## src/rtl/lsu_align.sv

```systemverilog
// lsu_align: load/store alignment unit between the memory stage and a
// byte/half/word data memory with combinational read and rising-edge write.
// One request is accepted per handshake. A misaligned halfword or word is
// split into naturally aligned beats. A load's result is assembled,
// extended and returned with a one-cycle response. A store returns the same
// response as a completion acknowledge.
//
// Ports:
//   clk, reset                 clock (rising edge), async active-high reset
//   req_valid / req_ready      request handshake; ready only while idle
//   req_we                     1 = store, 0 = load
//   req_funct3                 RISC-V width/sign encoding
//   req_addr, req_wdata        byte address, right-aligned store data
//   resp_valid                 one-cycle completion pulse
//   resp_rdata                 extended load data (0 for stores/errors)
//   resp_err                   illegal funct3 flag, qualified by resp_valid
//   mem_accessmode             00 byte, 01 half, 10 word
//   mem_we, mem_a, mem_wd      beat write enable, address, right-aligned data
//   mem_rd                     right-aligned, size-masked read data
module lsu_align (
   input  logic        clk,
   input  logic        reset,
   input  logic        req_valid,
   output logic        req_ready,
   input  logic        req_we,
   input  logic [2:0]  req_funct3,
   input  logic [31:0] req_addr,
   input  logic [31:0] req_wdata,
   output logic        resp_valid,
   output logic [31:0] resp_rdata,
   output logic        resp_err,
   output logic [1:0]  mem_accessmode,
   output logic        mem_we,
   output logic [31:0] mem_a,
   output logic [31:0] mem_wd,
   input  logic [31:0] mem_rd
);

   typedef enum logic [1:0] {
      IDLE,
      BEAT,
      DONE
   } state_t;

   state_t      state;
   state_t      state_nx;

   logic        we_q;
   logic [2:0]  f3_q;
   logic [31:0] addr_q;
   logic [31:0] wdata_q;
   logic [1:0]  last_q;
   logic [1:0]  k_q;
   logic [31:0] asm_q;

   logic [1:0]  beat_mode;
   logic [1:0]  beat_off;
   logic [4:0]  beat_sh;
   logic [31:0] beat_mask;
   logic [31:0] beat_addr;
   logic [31:0] beat_wd;
   logic [31:0] asm_nx;
   logic        req_legal;
   logic        last_beat_now;

   function automatic logic legal_op(input logic we, input logic [2:0] f3);
      if (we)
         return (f3 == 3'b000) || (f3 == 3'b001) || (f3 == 3'b010);
      else
         return (f3 != 3'b011) && (f3 != 3'b110) && (f3 != 3'b111);
   endfunction

   // Index of the final beat for a given access size and address offset.
   function automatic logic [1:0] last_index(input logic [1:0] size, input logic [1:0] a);
      case (size)
         2'b00:   return 2'd0;
         2'b01:   return a[0] ? 2'd1 : 2'd0;
         default: begin
            if (a == 2'b00)      return 2'd0;
            else if (a == 2'b10) return 2'd1;
            else                 return 2'd2;
         end
      endcase
   endfunction

   function automatic logic [31:0] extend(input logic [31:0] v, input logic [2:0] f3);
      case (f3)
         3'b000:  return {{24{v[7]}}, v[7:0]};
         3'b100:  return {24'h0, v[7:0]};
         3'b001:  return {{16{v[15]}}, v[15:0]};
         3'b101:  return {16'h0, v[15:0]};
         default: return v;
      endcase
   endfunction

   assign req_legal     = legal_op(req_we, req_funct3);
   assign last_beat_now = (k_q == last_q);

   // Beat plan: mode, byte offset from the latched address, and bit position
   // of the beat's slice within the full datum.
   always_comb begin
      beat_mode = 2'b10;
      beat_off  = 2'd0;
      beat_sh   = 5'd0;
      case (f3_q[1:0])
         2'b00: beat_mode = 2'b00;
         2'b01: begin
            if (addr_q[0]) begin
               beat_mode = 2'b00;
               if (k_q[0]) begin
                  beat_off = 2'd1;
                  beat_sh  = 5'd8;
               end
            end else begin
               beat_mode = 2'b01;
            end
         end
         default: begin
            case (addr_q[1:0])
               2'b00: beat_mode = 2'b10;
               2'b10: begin
                  beat_mode = 2'b01;
                  if (k_q[0]) begin
                     beat_off = 2'd2;
                     beat_sh  = 5'd16;
                  end
               end
               default: begin
                  case (k_q)
                     2'd0: beat_mode = 2'b00;
                     2'd1: begin
                        beat_mode = 2'b01;
                        beat_off  = 2'd1;
                        beat_sh   = 5'd8;
                     end
                     default: begin
                        beat_mode = 2'b00;
                        beat_off  = 2'd3;
                        beat_sh   = 5'd24;
                     end
                  endcase
               end
            endcase
         end
      endcase
   end

   always_comb begin
      case (beat_mode)
         2'b00:   beat_mask = 32'h0000_00FF;
         2'b01:   beat_mask = 32'h0000_FFFF;
         default: beat_mask = '1;
      endcase
   end

   assign beat_addr = addr_q + {30'h0, beat_off};
   assign beat_wd   = (wdata_q >> beat_sh) & beat_mask;
   // Merge the current beat's read data into its slice of the assembly value;
   // the last beat's merge feeds extension directly so the response can be
   // registered on the same edge.
   assign asm_nx    = (asm_q & ~(beat_mask << beat_sh)) | ((mem_rd & beat_mask) << beat_sh);

   always_comb begin
      req_ready      = (state == IDLE);
      resp_valid     = (state == DONE);
      mem_we         = 1'b0;
      mem_a          = '0;
      mem_wd         = '0;
      mem_accessmode = 2'b10;
      if (state == BEAT) begin
         mem_we         = we_q;
         mem_a          = beat_addr;
         mem_wd         = we_q ? beat_wd : '0;
         mem_accessmode = beat_mode;
      end
   end

   always_comb begin
      state_nx = state;
      case (state)
         IDLE: begin
            if (req_valid)
               state_nx = req_legal ? BEAT : DONE;
         end
         BEAT: begin
            if (last_beat_now)
               state_nx = DONE;
         end
         DONE:    state_nx = IDLE;
         default: state_nx = IDLE;
      endcase
   end

   always_ff @(posedge clk or posedge reset) begin
      if (reset)
         state <= IDLE;
      else
         state <= state_nx;
   end

   always_ff @(posedge clk or posedge reset) begin
      if (reset) begin
         we_q       <= 1'b0;
         f3_q       <= '0;
         addr_q     <= '0;
         wdata_q    <= '0;
         last_q     <= '0;
         k_q        <= '0;
         asm_q      <= '0;
         resp_rdata <= '0;
         resp_err   <= 1'b0;
      end else begin
         case (state)
            IDLE: begin
               if (req_valid) begin
                  we_q    <= req_we;
                  f3_q    <= req_funct3;
                  addr_q  <= req_addr;
                  wdata_q <= req_wdata;
                  last_q  <= last_index(req_funct3[1:0], req_addr[1:0]);
                  k_q     <= '0;
                  asm_q   <= '0;
                  if (!req_legal) begin
                     resp_rdata <= '0;
                     resp_err   <= 1'b1;
                  end
               end
            end
            BEAT: begin
               if (!we_q)
                  asm_q <= asm_nx;
               if (last_beat_now) begin
                  resp_rdata <= we_q ? '0 : extend(asm_nx, f3_q);
                  resp_err   <= 1'b0;
               end else begin
                  k_q <= k_q + 2'd1;
               end
            end
            default: ;
         endcase
      end
   end

endmodule

```

## config.mk

```make
export PLATFORM = sky130hd
export DESIGN_NAME = lsu_align
export DESIGN_NICKNAME = d
export VERILOG_FILES = /design/src/rtl/lsu_align.sv
export SDC_FILE = /design/constraint.sdc
export NUM_CORES = 1
export LEC_CHECK = 0
export ABC_CLOCK_PERIOD_IN_PS = 6460
export BUFFER_PORTS_ARGS = -buffer_cell sky130_fd_sc_hd__buf_2
export CORE_MARGIN = 1.5
export CORE_UTILIZATION = 50
export DETAILED_ROUTE_END_ITERATION = 7
export PLACE_DENSITY = 0.74
export SYNTH_ARGS = -nofsm -noshare
export SYNTH_HDL_FRONTEND = slang
export SYNTH_SLANG_ARGS = --single-unit
```

## constraint.sdc

```tcl
create_clock -name clk -period 6.46 [get_ports clk]
set_clock_uncertainty 0.05 [all_clocks]
set_input_delay 1.292 -clock clk [delete_from_list [all_inputs] [get_ports clk]]
set_output_delay 1.292 -clock clk [all_outputs]
set_load 0.1 [all_outputs]
```

==> results.md <==
* Critical path's top delay family: simple AND/OR/NAND/NOR gates
* Largest net degree at the start of global routing at 91
* Hpwl dp at 15100 um
* Vias in the first global route at 6684
* Fill count at 1363
* Fin Setup TNS at 0 ns
* CTS tree: built
* GRT Total Usage at 27.2%
* Top cells by area, synth: dfrtp_1 (45%), nand2_1 (14%), o21ai_0 (4.1%), and2_1 (2.9%), mux4_2 (2.3%)
* Avg WL per Cell at 17.3 um
* P_leak at 0.00472 uW
* Cts bufs inserted at 17
* Slew Viols, Final at 0
* CP cell instances: inv_1 > ha_1 > nand3b_1 > nand2_2 > ha_1 > fa_1 > nand4_1 > or4_4 > or3_1 > a21oi_1 > buf_2
* Psw at 3100 uW
* Placeable Area at 15200 um^2
* CP bufs+invs at 2
* Final wirelength at 22000 um
* Detailed Route Iter0 Violations at 583
* Clk buf depth at 2
* Peak supply drop at 345 uV
* Post-synth top area cell: dfrtp_1
* NumNets Final at 1177
* RSZ-0062 raised after global routing: false
* Initial Util at 51.0%
* Post-synth top cells: nand2_1 (286), dfrtp_1 (139), o21ai_0 (64), and2_1 (36), clkbuf_1 (35)
* Hold Buf Count CTS at 0
* Post-synth top area share at 44.8%
* First-pass GRT wire length at 34600 um
* CP Launch Type: register
* Die Y at 128 um
* Clk pin slew, worst setup/hold paths at 0.05 ns
* Io pins at 205
* Layout area overhead at 21.2%
* Critical Path AT at 4.31 ns
* #FFs+latches synth at 139
* Syn Inst Count at 893
* Hold/Removal Path Class: register to register
* Clock latency on the worst-skew pair at 0.43 ns
* Fmax at 177 MHz
* Syn avg cell area at 8.69 um^2
* Sequential share of power at 28.7%
* Synth warn at 0
* Clk sinks at 139
* Final cell utilization of the core at 61.8%
* Rel. slew slack at 19.2%
* WP data required at 5.12 ns
* Final setup violation count at 0
* Grt ovf at 0
* Ratio of total power to cell area at 602 nW/um^2
* Gate power share at 55.4%
* IO buf count at 204
* Die Area at 16300 um^2
* Initial antenna violation count at 2
* Run status: finished clean
* Final WS setup at 0.809 ns
* Dpl ws at 1.29 ns
* Highest-delay cell along the critical path: or4_4
* Multi-input logic area at 4010 um^2
* H-tree levels at 4
* Max Cap Violations at 0
* Post-route DRC at 0
* Setup CP Type: register to primary output
* Clk network pwr share at 16.0%
* Die width at 128 um
* Routed vias at 7307
* Via-to-Cell Ratio at 5.75
* Switch share at 54.8%
* Crit Path Max Fanout at 10
* Syn Nets at 1002
* Setup crit end kind: primary output
* Post-synth top flop: dfrtp_1
* Period utilization at 87.5%
* Post-synth EDFFs at 0
* Final min period at 5.65 ns
* Tightest Pin Transition at 1.21 ns
* Placer Congestion at 0.889
* Final ANT Viol Nets at 0
* Top-count cell post-synth: nand2_1
* Sequential share of the synthesized area at 44.8%
* Most used cell, CP: ha_1
* Site row count at 45
* Max stage delay on crit path at 0.65 ns
* Internal cell power at 2560 uW
* Post-synth design cell area at 7760 um^2
* Setup Fix Bufs, Post-CTS at 0
* Final Hold Fails at 0
* Post-CTS resize count at 0
* Ys async rst share at 100%
* Cell variety after synth at 64
* Ratio of cells with drive above 1 in the final layout at 26.2%
* Router iterations before antenna repair at 5
* Clock tree root buffer cell: clkbuf_16
* Reg area at 3480 um^2
==> placed cells by master, fill, tap and decap left out, drive strengths merged, types with 5 or more instances in the layout <==
cell type	Yosys	routed
a21o	9	9
a21oi	31	31
a222oi	5	5
a22o	12	12
a22oi	16	16
a31o	9	9
a31oi	10	10
a32o	8	8
and2	36	36
buf	22	213
clkbuf	35	23
clkinv	0	5
dfrtp	139	139
ha	5	5
inv	11	11
mux2i	17	17
mux4	8	8
nand2	287	287
nand3	13	13
nand4	6	6
nor2	32	32
nor3	6	6
o211a	8	8
o21ai	66	66
o21bai	9	9
o31ai	18	18
or3	5	5
xnor2	12	12
xor2	9	9
==> path summary, 6_finish.rpt <==
path	start	end	slack [ns]	cells after the start
max in group asynchronous	reset	wdata_q[21]	4.22	3
min in group asynchronous	reset	addr_q[28]	0.98	2
min	resp_rdata[10]	resp_rdata[10]	0.42	2
max reg2reg	state[0]	resp_rdata[20]	3.39	5
max	k_q[0]	mem_a[28]	0.81	11
min reg2reg	resp_rdata[10]	resp_rdata[10]	0.42	2
==> sequential cells by signal (all words and copies together) (netlist names) <==
name,count
wdata_q,32
f3_q,3
state,2
we_q,1
last_q,2
k_q,2
addr_q,32
resp_rdata,32
asm_q,32
resp_err,1
==> cell families (layout without fill, tap and decap cells) <==
family / Yosys count / in the layout / synth area share, %
buffers and inverters: 68 / 255 / 3.69
XOR/XNOR: 21 / 21 / 2.37
adder cells (fa/ha/maj): 6 / 6 / 1.06
AO/OA/AOI/OAI: 214 / 214 / 18.9
multiplexers: 25 / 25 / 4.51
AND/OR/NAND/NOR: 420 / 420 / 24.6
other: 0 / 3 / 0
flip-flops: 139 / 139 / 44.8
==> per-stage QoR <==
stage                     instances  area (um^2)  total power [uW]  hold WS, ns
after floorplan                 893         7760              4130        0.390
after global placement         1237         8860              4700        0.403
after detailed placement       1237         8860              4750        0.412
after CTS                      1268         9390              5660        0.426
after global routing           1268         9390              5990        0.437
final                          1271         9400              5660        0.418
==> final cells by class <==
| cell class | instances | area share [%] |
|---|---|---|
| multi-input cells | 686 | 42.6 |
| clock buffers | 23 | 4.98 |
| clock inverters | 8 | 0.745 |
| diodes | 3 | 0.0799 |
| inverters | 11 | 0.492 |
| repair buffers | 213 | 11.6 |
| well taps | 188 | 2.50 |
| flip-flops and latches | 139 | 37.0 |
==> worst register-to-register path, cell delays in order (launching register included) <==
cell and delay [ns]:
dfrtp_1 0.44, and2b_1 0.50, nand2b_1 0.54, or3_1 0.90, a31o_2 0.39, o21ai_0 0.16
==> power by group through the flow <==
| stage | Sequential, uW | Combinational (uW) | Clock [uW] |
|---|---|---|---|
| after global placement | 1610 | 3090 | 0 |
| after global routing | 1680 | 3350 | 955 |
| after detailed placement | 1630 | 3120 | 0 |
| after floorplan | 2170 | 1970 | 0 |
| final | 1620 | 3130 | 902 |
| after CTS | 1620 | 3140 | 912 |
==> per-layer routing <==
metal,track usage [%],vias to the layer above,share of wire [%]
met3,7.08,45,7.8
met4,10.3,2,2.5
li1,-,3464,-
met2,41.9,319,46
met1,36.9,3477,43
met5,0,-,0.073
No activity file was read; power rests on OpenSTA's default activity.
